**config.mk**
```make
export PLATFORM = sky130hd
export DESIGN_NAME = wb_interconnect_reg
export DESIGN_NICKNAME = d
export VERILOG_FILES = /design/src/rtl/wb_interconnect_reg.sv
export SDC_FILE = /design/constraint.sdc
export NUM_CORES = 1
export LEC_CHECK = 0
export ABC_AREA = 0
export ABC_CLOCK_PERIOD_IN_PS = 3100
export BUFFER_PORTS_ARGS = -buffer_cell sky130_fd_sc_hd__buf_2
export CAP_MARGIN = 5
export CORE_AREA = 2 2 225 227
export CTS_CLUSTER_DIAMETER = 30
export DETAILED_ROUTE_END_ITERATION = 8
export DIE_AREA = 0 0 227 229
export PLACE_DENSITY = 0.39
export SLEW_MARGIN = 10
export SYNTH_ARGS = -nofsm -noshare
export SYNTH_HDL_FRONTEND = slang
export SYNTH_SLANG_ARGS = --single-unit
```
**constraint.sdc**
```tcl
create_clock -name wb_clk_i -period 3.1 [get_ports wb_clk_i]
set_clock_uncertainty 0.15 [all_clocks]
set_input_delay 0.93 -clock wb_clk_i [delete_from_list [all_inputs] [get_ports wb_clk_i]]
set_output_delay 0.93 -clock wb_clk_i [all_outputs]
set_load 0.01 [all_outputs]
```
**src/rtl/wb_interconnect_reg.sv**
```systemverilog
// Registered Wishbone decode of one upstream transaction onto team slots 1..NUM_TEAMS, LA or GPIO control.
// Latency: slave strobe 1 cycle after the request edge, wbs_ack_o 1 cycle after the slave ack; unmapped acks in 1 cycle.
// Backpressure: waits in BUSY for the selected ack or a cyc drop; with WB_TIMEOUT_EN a stalled slave is forced to DONE.
module wb_interconnect_reg #(
    parameter int          NUM_TEAMS      = 12,
    parameter logic [7:0]  DESIGN_BASE    = 8'h30,
    parameter logic [15:0] LA_BASE        = 16'h3100,
    parameter logic [15:0] GPIO_BASE      = 16'h3200,
    parameter int          TIMEOUT_CYCLES = 255,
    parameter logic [31:0] TIMEOUT_DATA   = 32'hDEAD_BEEF
) (
    input  logic                        wb_clk_i,
    input  logic                        wb_rst_i,
    input  logic                        wbs_cyc_i,
    input  logic                        wbs_stb_i,
    input  logic [31:0]                 wbs_adr_i,
    output logic                        wbs_ack_o,
    output logic [31:0]                 wbs_dat_o,
    output logic [NUM_TEAMS:0]          designs_stb,
    output logic                        la_control_stb,
    output logic                        gpio_control_stb,
    input  logic [32*(NUM_TEAMS+1)-1:0] designs_wbs_dat_o_flat,
    input  logic [31:0]                 la_control_dat_o,
    input  logic [31:0]                 gpio_control_dat_o,
    input  logic [NUM_TEAMS:0]          designs_ack_o,
    input  logic                        la_control_ack_o,
    input  logic                        gpio_control_ack_o,
    output logic [7:0]                  timeout_count_o
);
    typedef enum logic [1:0] {IDLE, BUSY, DONE} state_t;
    typedef enum logic [1:0] {TGT_TEAM, TGT_LA, TGT_GPIO} tgt_t;

    localparam logic [7:0] MAX_TEAM = 8'(NUM_TEAMS);

    state_t      state_q, state_d;
    tgt_t        tgt_q, tgt_d;
    logic [7:0]  team_q, team_d;
    logic [31:0] dat_q, dat_d;

    logic        req;
    logic [7:0]  adr_team;
    logic        is_team, is_la, is_gpio;
    logic        sel_ack;
    logic [31:0] sel_dat;
    logic        expire;
    logic        tmo_event;

    // Low address bits only matter to the slaves themselves.
    logic unused_adr;
    assign unused_adr = ^wbs_adr_i[15:0];

    assign req      = wbs_cyc_i & wbs_stb_i;
    assign adr_team = wbs_adr_i[23:16];
    assign is_team  = (wbs_adr_i[31:24] == DESIGN_BASE) && (adr_team != 8'd0) && (adr_team <= MAX_TEAM);
    assign is_la    = (wbs_adr_i[31:16] == LA_BASE);
    assign is_gpio  = (wbs_adr_i[31:16] == GPIO_BASE);

    assign wbs_ack_o = (state_q == DONE);
    assign wbs_dat_o = dat_q;

    // Mux the registered target's ack and read data; other slaves' acks never reach the FSM.
    always_comb begin
        sel_ack = 1'b0;
        sel_dat = '0;
        case (tgt_q)
            TGT_LA: begin
                sel_ack = la_control_ack_o;
                sel_dat = la_control_dat_o;
            end
            TGT_GPIO: begin
                sel_ack = gpio_control_ack_o;
                sel_dat = gpio_control_dat_o;
            end
            default: begin
                for (int n = 0; n <= NUM_TEAMS; n++) begin
                    if (team_q == 8'(n)) begin
                        sel_ack = designs_ack_o[n];
                        sel_dat = designs_wbs_dat_o_flat[32*n +: 32];
                    end
                end
            end
        endcase
    end

    // Strobes follow the live upstream request, only in BUSY; slot 0 is never driven.
    always_comb begin
        designs_stb      = '0;
        la_control_stb   = 1'b0;
        gpio_control_stb = 1'b0;
        if (state_q == BUSY) begin
            la_control_stb   = (tgt_q == TGT_LA) && req;
            gpio_control_stb = (tgt_q == TGT_GPIO) && req;
            for (int n = 1; n <= NUM_TEAMS; n++) begin
                designs_stb[n] = (tgt_q == TGT_TEAM) && (team_q == 8'(n)) && req;
            end
        end
    end

    // Next-state: decode in IDLE, wait in BUSY (abort beats ack beats timeout), one-cycle DONE.
    always_comb begin
        state_d   = state_q;
        tgt_d     = tgt_q;
        team_d    = team_q;
        dat_d     = dat_q;
        tmo_event = 1'b0;
        case (state_q)
            IDLE: begin
                if (req) begin
                    team_d = adr_team;
                    if (is_team) begin
                        tgt_d   = TGT_TEAM;
                        state_d = BUSY;
                    end else if (is_la) begin
                        tgt_d   = TGT_LA;
                        state_d = BUSY;
                    end else if (is_gpio) begin
                        tgt_d   = TGT_GPIO;
                        state_d = BUSY;
                    end else begin
                        dat_d   = '0;
                        state_d = DONE;
                    end
                end
            end
            BUSY: begin
                if (!wbs_cyc_i) begin
                    state_d = IDLE;
                end else if (sel_ack) begin
                    dat_d   = sel_dat;
                    state_d = DONE;
                end else if (expire) begin
                    dat_d     = TIMEOUT_DATA;
                    state_d   = DONE;
                    tmo_event = 1'b1;
                end
            end
            DONE:    state_d = IDLE;
            default: state_d = IDLE;
        endcase
    end

    // FSM and capture registers.
    always_ff @(posedge wb_clk_i) begin
        if (wb_rst_i) begin
            state_q <= IDLE;
            tgt_q   <= TGT_TEAM;
            team_q  <= 8'd0;
            dat_q   <= '0;
        end else begin
            state_q <= state_d;
            tgt_q   <= tgt_d;
            team_q  <= team_d;
            dat_q   <= dat_d;
        end
    end

`ifdef WB_TIMEOUT_EN
    localparam int            CW       = $clog2(TIMEOUT_CYCLES + 1);
    localparam logic [CW-1:0] CNT_LAST = CW'(TIMEOUT_CYCLES - 1);

    logic [CW-1:0] cnt_q, cnt_d;
    logic [7:0]    tmo_q, tmo_d;

    assign expire          = (cnt_q == CNT_LAST);
    assign timeout_count_o = tmo_q;

    // Busy-cycle counter restarts on BUSY entry; timeout tally saturates.
    always_comb begin
        cnt_d = cnt_q;
        if (state_q == IDLE && state_d == BUSY) begin
            cnt_d = '0;
        end else if (state_q == BUSY) begin
            cnt_d = cnt_q + 1'b1;
        end
        tmo_d = tmo_q;
        if (tmo_event && tmo_q != 8'hFF) begin
            tmo_d = tmo_q + 8'd1;
        end
    end

    // Timeout counter registers.
    always_ff @(posedge wb_clk_i) begin
        if (wb_rst_i) begin
            cnt_q <= '0;
            tmo_q <= 8'd0;
        end else begin
            cnt_q <= cnt_d;
            tmo_q <= tmo_d;
        end
    end
`else
    logic unused_tmo;
    assign unused_tmo      = ^32'(TIMEOUT_CYCLES);
    assign expire          = 1'b0;
    assign timeout_count_o = 8'd0;
`endif

endmodule

```
=== Word-level counts from Yosys, hierarchy flattened ===
Cells that the tools add are included.

* Register bits after elaboration: 44
* Input port bits: 531
* Output and inout bits: 56
* Logic and storage cells: 118

* Magnitude comparators: 1
* Equality and inequality tests: 26
* Muxes and demuxes: 48
* Bitwise gates (word level): 1
* Reduce and logical (&&, ||, !) cells: 38

{| class="wikitable"
|+ Operators by type and width
! cell !! count
|-
| 32-bit two-way mux || 19
|-
| 32-bit one-hot mux with 2 select lines || 2
|-
| 8-bit by 4-bit equality test with 1-bit output, second input constant || 5
|-
| 16-bit by 14-bit equality test with 1-bit output, second input constant || 2
|-
| 8-bit by 3-bit equality test with 1-bit output, second input constant || 4
|-
| 1-bit logical AND || 28
|-
| 2-bit two-way mux || 9
|-
| 8-bit by 2-bit equality test with 1-bit output, second input constant || 2
|-
| 1-bit two-way mux || 15
|-
| 12-bit two-way mux || 1
|-
| 2-bit != test, second input constant || 6
|-
| 8-bit by 1-bit equality test with 1-bit output, second input constant || 1
|-
| 8-bit by 6-bit equality test with 1-bit output, second input constant || 1
|-
| 8-bit by 4-bit less-or-equal comparator with 1-bit output, second input constant || 1
|-
| 8-bit zero test || 1
|-
| 8-bit nonzero test || 1
|-
| 7-bit AND reduction || 1
|-
| 2-bit by 1-bit equality test with 1-bit output, second input constant || 2
|-
| 2-bit equality test, second input constant || 2
|-
| 2-bit zero test || 2
|-
| 2-bit one-hot mux with 2 select lines || 1
|-
| 2-bit AND reduction || 2
|-
| 3-bit != test, second input constant || 1
|-
| 3-bit AND reduction || 1
|-
| other kinds (4) || 4
|}

=== Logic depth before layout (Yosys ltp) ===
Gate-level depths: netlist of the first run.

* Depth after elaboration: 18
* Mapped depth: 12
* Depth with buffers taken out: 9

=== Worst setup path before layout of the first run ===
OpenSTA, ideal clock, no wires.

* Path type: in2out
* From: input wbs_cyc_i
* To: output designs_stb[5]
* Arrival time: 2.074 ns
* Required time: 2.020 ns
* Path slack: -0.054 ns
* Stages on the path: 5
* Path buffers: 1
* Cell sequence: nor2b_1 -> and2_1 -> nand3_1 -> clkbuf_1 -> nor4_1

* Cells in the longest elaborated chain, start to end: 3

{| class="wikitable"
|+ RTL lines
! what !! RTL line !! RTL
|-
| from (decl) || 14 || <nowiki>input logic wbs_cyc_i,</nowiki>
|-
| 1-bit AND || 52 || <nowiki>assign req = wbs_cyc_i & wbs_stb_i;</nowiki>
|-
| 1-bit logical AND || 94 || <nowiki>designs_stb[n] = (tgt_q == TGT_TEAM) && (team_q == 8'(n)) && req;</nowiki>
|-
| 12-bit two-way mux || 90 || <nowiki>if (state_q == BUSY) begin</nowiki>
|-
| to (decl) || 19 || <nowiki>output logic [NUM_TEAMS:0] designs_stb,</nowiki>
|}

No other way between the ends.

=== Final worst setup path of the first run ===
* From: register team_q[4]
* To: output designs_stb[3]

* Cells in the longest elaborated chain, start to end: 4

{| class="wikitable"
|+ RTL lines
! what !! RTL line !! RTL
|-
| from (decl) || 37 || <nowiki>logic [7:0] team_q, team_d;</nowiki>
|-
| from (signal assigned) || 152 || <nowiki>team_q <= team_d;</nowiki>
|-
| 8-bit by 2-bit equality test with 1-bit output || 94 ||
|-
| 1-bit logical AND (2 in series) || 94 ||
|-
| 12-bit two-way mux || 90 ||
|}

No other way between the ends.

==> summary.txt, run 1 <==
Cells and area
  • Finished Core Util: 21.3%
  • Fin nets: 1991
  • # fillers: approximately 5800
  • Share of cells above drive strength 1: approximately half
  • Cell Count, Final, Fillers Out: around 2100
  • Area taken by flip-flops and latches: ~890 um2
  • Footprint of the multi-input gates: roughly 4700 um2
  • Area growth, synth to finish: 78.9%

Placement
  • GPL Wtd Cong: just under 0.9
  • DP Cell Count: between 2000 and 2500
  • IO buf count: 561
  • Dpl hpwl: roughly 48 mm

Logic synthesis
  • Post-Syn Area: 5910 um2
  • Post-Syn Instances: ~860
  • Synth cell types: 60
  • Post-synthesis sequential area ratio: about 15%
  • Number of synthesized flops with an enable pin: 0
  • Avg Cell Area, Syn: between 6 and 7 um2
  • Synth Register Bits: 44
  • Top FF cell, synth: dfxtp_1
  • YS warnings: 0
  • Async set or reset register ratio after synthesis: 0%

Floorplan
  • Die height: 229 um
  • Die area: 52000 um2
  • Number of placement rows: 82
  • Initial Utilization: a little under an eighth
  • IO Count: slightly below 600
  • Core footprint: a little under 50000 um2
  • Die Span X: 227 um

Clocking
  • Worst-Skew Late Latency: slightly above 0.3 ns
  • Clock Sink Count: between 40 and 50
  • Clock Tree Buf Depth: 2
  • Clock buffer count from CTS: 5
  • # H-tree levels: 2
  • Clk pin slew, worst setup/hold paths: approximately 0.070 ns
  • CTS root buffer: clkbuf_16
  • CTS tree: done

Setup path
  • Reg2reg start: team_q[0]$_SDFFE_PP0P_
  • Critical Path RT: 2.02 ns
  • Arr. time, crit path: around 2.0 ns
  • Reg2reg end: wbs_dat_o[20]$_SDFFE_PP0P_
  • Worst Reg2Reg Path Length in Cells: 8
  • R2R setup slack: 0.09 ns
  • CP Max Fanout: 5
  • CP Capture Type: output port
  • Startpoint types: flop
  • Critical path class: flop to output port
  • Worst Setup EP: designs_stb[3]
  • CP startpoint: team_q[4]$_SDFFE_PP0P_

Power and ir drop
  • Pwr dens: ~230 nW/um2
  • Worst IR drop on VDD: slightly below 200 uV
  • Leakage power: ~4.8 nW

Flow run
  • Max-cap violations: 0

Route
  • Via count: between 9000 and 10000
  • Initial drt markers: 500
  • Drt pass-1 iters: 7
  • Routed len/inst: between 20 and 30 um
  • Via/cell ratio: between 4 and 5
  • DRC viols: 0
  • DRT Wirelength: around 56 mm
  • Post-DRT Antenna Nets: 0

Timing
  • Relative slew slack: 30.9%
  • Part of the cycle the worst path needs: between 90% and 100%
  • Setup TNS: 0 ns
  • F_max: 0.325 GHz
  • Final Slew Violations: 0
  • Final setup fails: 0
  • RSZ-0062 raised after global routing: yes
  • Worst slew pin tran: 1.03 ns
  • Final hold vios: 0
  • Tmin final: 3.08 ns

Global route
  • Largest net degree at the start of global routing: 58
  • Initial antenna violation count: 21
  • Global Route met1 Usage: 22.5%
  • Global-route wire length before repair: between 70 and 80 mm
  • Total grt overflow: 0
  • Most used routing layer: met2
  • Grt met3 use: roughly 4.6%
  • GRT met2 Usage: a little under two fifths
  • Vias in the first global route: about 10000
  • Gr usage total: about a fifth

Worst hold path
  • Worst min-delay path class: flop to flop

Run status
  • Outcome: finished clean
logic make-up after synthesis:
kind of cell               after synthesis  share of synthesized area (%)
other                                    1                         0.0635
muxes                                   39                           7.88
adders and majority gates                3                          0.635
AOI/OAI and AO/OA                      398                           46.9
and+or+nand+nor                        264                           21.4
buffers and inverters                  109                           8.24
DFF                                     44                           14.9
synthesized netlist by cell type, drive strengths merged (7+ instances only):
library cell / count / share of area [%]
a22oi: 21 / 2.7
buf: 43 / 4.0
nor3: 26 / 2.4
a221o: 21 / 3.6
dfxtp: 44 / 15
and2: 9 / 0.95
mux2: 20 / 3.8
inv: 8 / 0.51
clkbuf: 58 / 3.7
nand2b: 7 / 0.74
o22a: 13 / 1.9
nor2: 78 / 5.0
nor2b: 11 / 1.2
o2bb2ai: 19 / 2.8
a22o: 12 / 1.8
mux2i: 15 / 2.5
a32o: 10 / 1.7
o211ai: 11 / 1.4
a21oi: 79 / 6.7
a211oi: 9 / 1.1
nor4: 16 / 1.8
o221ai: 34 / 5.0
a221oi: 24 / 3.6
o21ai: 85 / 7.2
nand3: 31 / 2.6
o22ai: 29 / 3.1
nand2: 66 / 4.2
how the worst min path moves through the flow:
stage | from | to | slack, ns | depth (start not counted)
2_1_floorplan | tgt_q[0]$_SDFFE_PP0P_ | tgt_q[0]$_SDFFE_PP0P_ | 0.30 | 2
3_3_place_gp | wbs_dat_o[30]$_SDFFE_PP0P_ | wbs_dat_o[30]$_SDFFE_PP0P_ | 0.29 | 1
3_5_place_dp | wbs_dat_o[15]$_SDFFE_PP0P_ | wbs_dat_o[15]$_SDFFE_PP0P_ | 0.30 | 1
4_1_cts | wbs_dat_o[23]$_SDFFE_PP0P_ | wbs_dat_o[23]$_SDFFE_PP0P_ | 0.31 | 1
5_1_grt | wbs_dat_o[31]$_SDFFE_PP0P_ | wbs_dat_o[31]$_SDFFE_PP0P_ | 0.33 | 1
6_report | wbs_dat_o[23]$_SDFFE_PP0P_ | wbs_dat_o[23]$_SDFFE_PP0P_ | 0.31 | 1
final cells by class:
type	count	share of cell area [%]
multi-input cells	713	44.5
repair buffers	685	37.0
flip-flops and latches	44	8.44
well taps	672	7.95
clock buffers	7	1.46
inverters	8	0.320
diodes	11	0.260
clock inverters	1	0.0473
cell usage in the layout, fill, tap and decap left out, types with 7 or more instances in the layout:
master,n
buf_2,558
buf_4,106
o21ai_0,84
a21oi_1,79
nor2_1,73
nand2_1,64
dfxtp_1,39
o221ai_1,34
nand3_1,29
o22ai_1,29
a221oi_1,24
a22oi_1,21
a221o_1,21
nor3_1,20
mux2_2,20
o2bb2ai_1,19
mux2i_1,15
nor4_1,14
o22a_1,13
a22o_1,12
diode_2,11
o211ai_1,11
a32o_1,10
buf_6,10
buf_12,10
nor2b_1,9
a211oi_1,9
conb_1,9
inv_1,7
critical path, stage by stage (launching register included):
cell	delay (ns)
dfxtp_2	0.33
or4_4	0.58
or4_4	0.56
nor2_4	0.11
buf_6	0.11
registers in the layout (all words and copies together) (netlist names):
signal	cells
team_q	8
tgt_q	2
state_q	2
wbs_dat_o	32
layer usage:
metal,vias up,part of all wire [%]
met5,-,0.16
met4,12,3.5
met3,74,6.6
met2,411,51
met1,4575,39
li1,4591,-
through the flow:
stage | cell area [um2] | worst slack [ns] | total power [mW] | hold slack, ns
6_report | 10600 | 0.0232 | 2.40 | 0.312
5_1_grt | 10600 | -0.0571 | 2.54 | 0.326
4_1_cts | 10400 | -0.00335 | 2.44 | 0.314
3_5_place_dp | 10100 | -0.154 | 1.78 | 0.297
3_3_place_gp | 10100 | -0.172 | 1.77 | 0.293
2_1_floorplan | 5940 | 0.0389 | 1.01 | 0.299
where the power goes:
part	switching (mW)	total, mW	leakage (nW)	internal, mW
Sequential	0.00546	0.575	0.358	0.570
Combinational	0.639	1.21	4.35	0.569
Clock	0.270	0.618	0.0791	0.348
repair_timing:
action	4_1_cts	5_1_grt
setup buffers	6	7
setup endpoints to repair	13	28
gates resized for setup	17	20
pin swaps	3	3
endpoints found under the hold margin	0	0
hold buffers	0	0
No activity file was read; power rests on OpenSTA's default activity.
==> inputs of run 2 (changes only) <==
--- a/config.mk
+++ b/config.mk
@@ -14,6 +14,7 @@
 export DETAILED_ROUTE_END_ITERATION = 8
 export DIE_AREA = 0 0 227 229
 export PLACE_DENSITY = 0.39
+export REMOVE_ABC_BUFFERS = 1
 export SLEW_MARGIN = 10
 export SYNTH_ARGS = -nofsm -noshare
 export SYNTH_HDL_FRONTEND = slang
==> summary.txt, run 2 (synthesized netlist as in run 1, its figures left out) <==
Timing
  • Tmin final: 3.04 ns (-0.0328 ns)
  • Final Slew Violations: 0 (unchanged)
  • RSZ-0062 raised after global routing: yes
  • Part of the cycle the worst path needs: 98.2% (-1.1 points)
  • WHS: 0.308 ns (-0.00426 ns)
  • Final setup fails: 0 (unchanged)
  • F_max: 0.329 GHz (+1.1%)
  • Relative slew slack: 58.5% (+28 points)
  • Final hold vios: 0 (unchanged)
  • Worst slew pin tran: 0.615 ns (-0.411 ns)
  • Setup TNS: 0 ns (unchanged)

Global route
  • Vias in the first global route: 9964 (-1.3%)
  • Most used routing layer: met2
  • Gr usage total: 20.2% (-0.17 points)
  • Global Route met1 Usage: 23.9% (+1.4 points)
  • Initial antenna violation count: 19 (-9.5%)
  • Total grt overflow: 0 (unchanged)
  • Largest net degree at the start of global routing: 42 (-28%)
  • GRT met2 Usage: 36.7% (-1.1 points)
  • Global-route wire length before repair: 73.5 mm (+0.19%)
  • Grt met3 use: 3.73% (-0.87 points)

Setup path
  • Startpoint types: flop
  • CP Capture Type: output port
  • Critical path class: flop to output port
  • Arr. time, crit path: 1.96 ns (-0.04 ns)
  • CP Max Fanout: 3 (-2)
  • Critical Path RT: 2.02 ns (about the same)

Floorplan
  • Initial Utilization: 11.9% (unchanged)
  • Die height: 229 um (unchanged)
  • Die Span X: 227 um (unchanged)
  • Number of placement rows: 82 (unchanged)
  • Core footprint: 49700 um2 (unchanged)
  • Die area: 52000 um2 (unchanged)
  • IO Count: 587 (unchanged)

Clocking
  • Clock Sink Count: 44 (unchanged)
  • CTS root buffer: clkbuf_16
  • Clock buffer count from CTS: 5 (unchanged)
  • Worst-Skew Late Latency: 0.30 ns (about the same)
  • # H-tree levels: 2 (unchanged)
  • Clock Tree Buf Depth: 2 (unchanged)
  • Hold_buf cts: 0 (unchanged)
  • CTS tree: done
  • Clk pin slew, worst setup/hold paths: 0.06 ns (about the same)

Placement
  • Dpl hpwl: 46.3 mm (-3.0%)
  • GPL Wtd Cong: 0.884 (+0.12%)
  • IO buf count: 561 (unchanged)

Flow run
  • Max-cap violations: 0 (unchanged)

Cells and area
  • Finished Core Util: 21.2% (-0.11 points)
  • Share of cells above drive strength 1: 52.1% (+0.67 points)
  • Fin nets: 1980 (-0.55%)
  • Area growth, synth to finish: 78.0%
  • # fillers: 5780 (-0.29%)
  • Max reg flops: 32 (unchanged)
  • Commonest non-fill, non-tap cell in the layout: buf_2
  • Most frequent cells in the layout: buf_2, buf_4, o21ai_0, a21oi_1, nor2_1

Route
  • DRC viols: 0 (unchanged)
  • Routed len/inst: 25.7 um (-0.80%)
  • Drt pass-1 iters: 6 (-1)
  • Via count: 9752 (+0.92%)
  • Via/cell ratio: 4.58 (+1.5%)
  • Initial drt markers: 515 (+3.0%)
  • Post-DRT Antenna Nets: 0 (unchanged)
  • DRT Wirelength: 54.8 mm (-1.4%)

Power and ir drop
  • Worst IR drop on VDD: 149 uV (-25%)
  • Leakage power: 4.73 nW (-1.2%)
  • Pwr dens: 228 nW/um2 (+0.29%)

Run status
  • Outcome: finished clean

Worst hold path
  • Worst min-delay path class: flop to flop
-- run 2: where the power goes --
group,internal [mW],switching (mW)
logic,0.557,0.621
clock network,0.380,0.254
registers,0.570,0.0148
-- run 2: through the flow --
stage | setup WS, ns | instance area [um2] | instances | power, mW
6_report | 0.0560 | 10500 | 2128 | 2.40
5_1_grt | -0.00609 | 10500 | 2126 | 2.56
4_1_cts | 0.00613 | 10400 | 2111 | 2.45
3_5_place_dp | -0.194 | 10100 | 2101 | 1.77
3_3_place_gp | -0.217 | 10100 | 2101 | 1.76
2_1_floorplan | -1.66 | 5480 | 765 | 0.981
-- run 2: repair_timing --
item	in CTS	in global routing
pin swaps	1	6
endpoints found under the hold margin	0	0
gates resized for setup	22	17
setup endpoints to repair	14	27
buffers inserted	2	8
-- run 2: worst max-delay path, cell delays in order, from the launching register on --
cell and delay [ns]:
dfxtp_1 0.33, or4_4 0.59, or4_4 0.51, nor2_4 0.12, buf_6 0.11
-- run 2: cell type report --
class                   instances  area (um2)  share of cell area [%]
diodes                          9        22.5                   0.214
flip-flops and latches         44         890                    8.46
clock buffers                   6         129                    1.23
inverters                       8        33.8                   0.321
multi-input cells             713        4770                    45.3
well taps                     672         841                    7.99
clock inverters                 2        35.0                   0.333
repair buffers                674        3800                    36.1
-- run 2: path summary, 6_finish.rpt --
check                             from                   endpoint  slack, ns  depth (start not counted)
max             team_q[4]$_SDFFE_PP0P_             designs_stb[3]       0.06                          4
min          wbs_dat_o[8]$_SDFFE_PP0P_  wbs_dat_o[8]$_SDFFE_PP0P_       0.31                          1
max reg2reg     team_q[4]$_SDFFE_PP0P_  wbs_dat_o[2]$_SDFFE_PP0P_       0.19                         10
min reg2reg  wbs_dat_o[8]$_SDFFE_PP0P_  wbs_dat_o[8]$_SDFFE_PP0P_       0.31                          1
-- run 2: routing by layer --
metal	vias to the layer above	routed length (um)
met4	12	1410
met3	64	3630
met1	4635	22200
li1	4564	-
met2	477	27500
met5	-	74
==> inputs of run 3 (changes only) <==
--- a/config.mk
+++ b/config.mk
@@ -6,7 +6,7 @@
 export NUM_CORES = 1
 export LEC_CHECK = 0
 export ABC_AREA = 0
-export ABC_CLOCK_PERIOD_IN_PS = 3100
+export ABC_CLOCK_PERIOD_IN_PS = 2990
 export BUFFER_PORTS_ARGS = -buffer_cell sky130_fd_sc_hd__buf_2
 export CAP_MARGIN = 5
 export CORE_AREA = 2 2 225 227
==> constraint.sdc (replaced) <==
create_clock -name wb_clk_i -period 2.99 [get_ports wb_clk_i]
set_clock_uncertainty 0.15 [all_clocks]
set_input_delay 0.897 -clock wb_clk_i [delete_from_list [all_inputs] [get_ports wb_clk_i]]
set_output_delay 0.897 -clock wb_clk_i [all_outputs]
set_load 0.01 [all_outputs]
==> summary.txt, run 3 (synthesized netlist as in run 1, its figures left out) <==
Timing
  • Worst slew pin tran: 0.708 ns (+0.0923 ns)
  • Relative slew slack: 52.4% (-6.2 points)
  • Final hold vios: 0 (unchanged)
  • RSZ-0062 raised after global routing: yes
  • Final setup fails: 3 (+3)
  • Final Slew Violations: 0 (unchanged)
  • F_max: 0.323 GHz
  • Tmin final: around 3.1 ns
  • Part of the cycle the worst path needs: 104%
  • Final worst slack: -0.107 ns (-0.163 ns)

Cells and area
  • Max reg flops: 32 (unchanged)
  • Commonest non-fill, non-tap cell in the layout: buf_2
  • Share of cells above drive strength 1: 52.6% (+0.47 points)
  • Area growth, synth to finish: 81.0%
  • Finished Core Util: 21.5% (+0.36 points)
  • Post-route cell area: 10700 um2 (+1.7%)
  • Fin nets: 1986 (+0.30%)
  • Most frequent cells in the layout: buf_2, buf_4, o21ai_0, a21oi_1, nor2_1

Setup path
  • Critical path class: flop to output port
  • Arr. time, crit path: 2.05 ns (+0.09 ns)
  • Critical Path RT: 1.94 ns (-0.08 ns)
  • CP Max Fanout: 5 (+2)
  • Startpoint types: flop
  • CP Capture Type: output port

Clocking
  • Clk pin slew, worst setup/hold paths: 0.07 ns (about the same)
  • # H-tree levels: 2 (unchanged)
  • Worst-Skew Late Latency: 0.31 ns (about the same)
  • Clock buffer count from CTS: 5 (unchanged)
  • Clock Tree Buf Depth: 2 (unchanged)
  • Clock Sink Count: 44 (unchanged)
  • CTS root buffer: clkbuf_16
  • Hold_buf cts: 0 (unchanged)
  • CTS tree: done

Run status
  • Failing checks: negative setup slack
  • Outcome: complete, but fails checks

Power and ir drop
  • Gate power share: 48.1% (-1.1 points)
  • Worst IR drop on VDD: 150 uV (+0.99%)
  • Pwr dens: 244 nW/um2 (+7.2%)
  • Register share of total power: 23.3% (-1.1 points)
  • Clock share of power: 28.7% (+2.2 points)
  • Net Sw Frac: 36.2% (-0.89 points)
  • Internal power: 1.67 mW (+11%)
  • Sw Pwr: 947 uW (+6.3%)
  • Leakage power: 4.80 nW (+1.5%)

Placement
  • Placed Area: 10200 um2 (+1.1%)
  • GPL Wtd Cong: 0.877 (-0.80%)
  • Dpl hpwl: 46.5 mm (+0.39%)
  • IO buf count: 561 (unchanged)

Route
  • Via/cell ratio: 4.61 (+0.52%)
  • Via count: 9835 (+0.85%)
  • DRT Wirelength: 55.2 mm (+0.74%)
  • Post-DRT Antenna Nets: 0 (unchanged)
  • DRC viols: 0 (unchanged)
  • Initial drt markers: 554 (+7.6%)
  • Drt pass-1 iters: 5 (-1)
  • Routed len/inst: 25.9 um (+0.41%)

Global route
  • Total grt overflow: 0 (unchanged)
  • Global-route wire length before repair: 74.0 mm (+0.71%)
  • Vias in the first global route: 10156 (+1.9%)
  • Largest net degree at the start of global routing: 49 (+17%)
  • Initial antenna violation count: 25 (+6)
  • Gr usage total: 20.3% (+0.10 points)

Worst hold path
  • Worst min-delay path class: flop to flop

Flow run
  • Max-cap violations: 0 (unchanged)

Floorplan
  • Number of placement rows: 82 (unchanged)
  • Initial Utilization: 11.9% (unchanged)
  • IO Count: 587 (unchanged)
  • Die height: 229 um (unchanged)
  • Die area: 52000 um2 (unchanged)
  • Core footprint: 49700 um2 (unchanged)
  • Die Span X: 227 um (unchanged)
[run 3: cell types whose count changed in the layout (fill, tap and decap cells not counted), moves of 2 or more]
cell / before / now
nor2_2: 7 / 5
buf_4: 102 / 105
buf_6: 3 / 7
nor2_4: 2 / 4
buf_2: 559 / 556
dfxtp_2: 1 / 3
nor3_2: 5 / 3
dfxtp_1: 41 / 38
buf_12: 10 / 12
nand3_2: 2 / 0
[run 3: layout make-up]
type / instances / area (um2)
Clock inverter: 2 / 60.1
Antenna cell: 10 / 25.0
Multi-Input combinational cell: 713 / 4820
Timing Repair Buffer: 680 / 3890
Clock buffer: 6 / 129
Tap cell: 672 / 841
Fill cell: 5793 / 39000
Inverter: 8 / 30.0
Sequential cell: 44 / 896
[run 3: layer usage]
layer / wire (um) / vias to the layer above / global-route usage (%)
met5: 90 / - / 0
met1: 21800 / 4696 / 23.1
met4: 1320 / 16 / 4.96
li1: - / 4581 / -
met3: 3910 / 69 / 4.27
met2: 28100 / 473 / 37.9
[run 3: metrics by stage]
step                std cells  setup slack (ns)  power, mW  hold slack, ns  setup TNS (ns)
floorplan                 765             -1.77       1.02           0.293          -72.46
detailed placement       2113            -0.207       1.86           0.292           -4.77
finish                   2135            -0.107       2.61           0.307          -0.235
CTS                      2125            -0.150       2.66           0.314          -0.649
global placement         2113            -0.238       1.85           0.293           -4.79
global route             2130            -0.146       2.77           0.326          -0.540
[run 3: path summary, 6_finish.rpt]
path	from	end	slack [ns]	depth (start not counted)
worst max register to register	team_q[4]$_SDFFE_PP0P_	wbs_dat_o[10]$_SDFFE_PP0P_	0.01	9
worst min register to register	wbs_dat_o[29]$_SDFFE_PP0P_	wbs_dat_o[29]$_SDFFE_PP0P_	0.31	1
worst max-delay path	team_q[4]$_SDFFE_PP0P_	designs_stb[2]	-0.11	4
worst min-delay path	wbs_dat_o[29]$_SDFFE_PP0P_	wbs_dat_o[29]$_SDFFE_PP0P_	0.31	1
[run 3: worst max-delay path, cell delays in order (launching register included)]
cell     delay [ns]
dfxtp_2        0.34
or4_4          0.60
or4_4          0.58
nor2_4         0.11
buf_6          0.11
[run 3: timing repair]
action | CTS | global route
cloned | 0 | 0
endpoints found under the setup margin | 23 | 42
setup buffers | 5 | 1
pin swaps | 11 | 3
hold endpoints to repair | 0 | 0
gates resized for setup | 26 | 30
[run 3: power groups by stage]
| stage | Combinational [mW] | Clock (mW) | Sequential [mW] |
|---|---|---|---|
| finish | 1.26 | 0.749 | 0.608 |
| floorplan | 0.378 | 0 | 0.639 |
| CTS | 1.27 | 0.786 | 0.606 |
| global placement | 1.23 | 0 | 0.619 |
| detailed placement | 1.24 | 0 | 0.619 |
| global route | 1.36 | 0.802 | 0.609 |
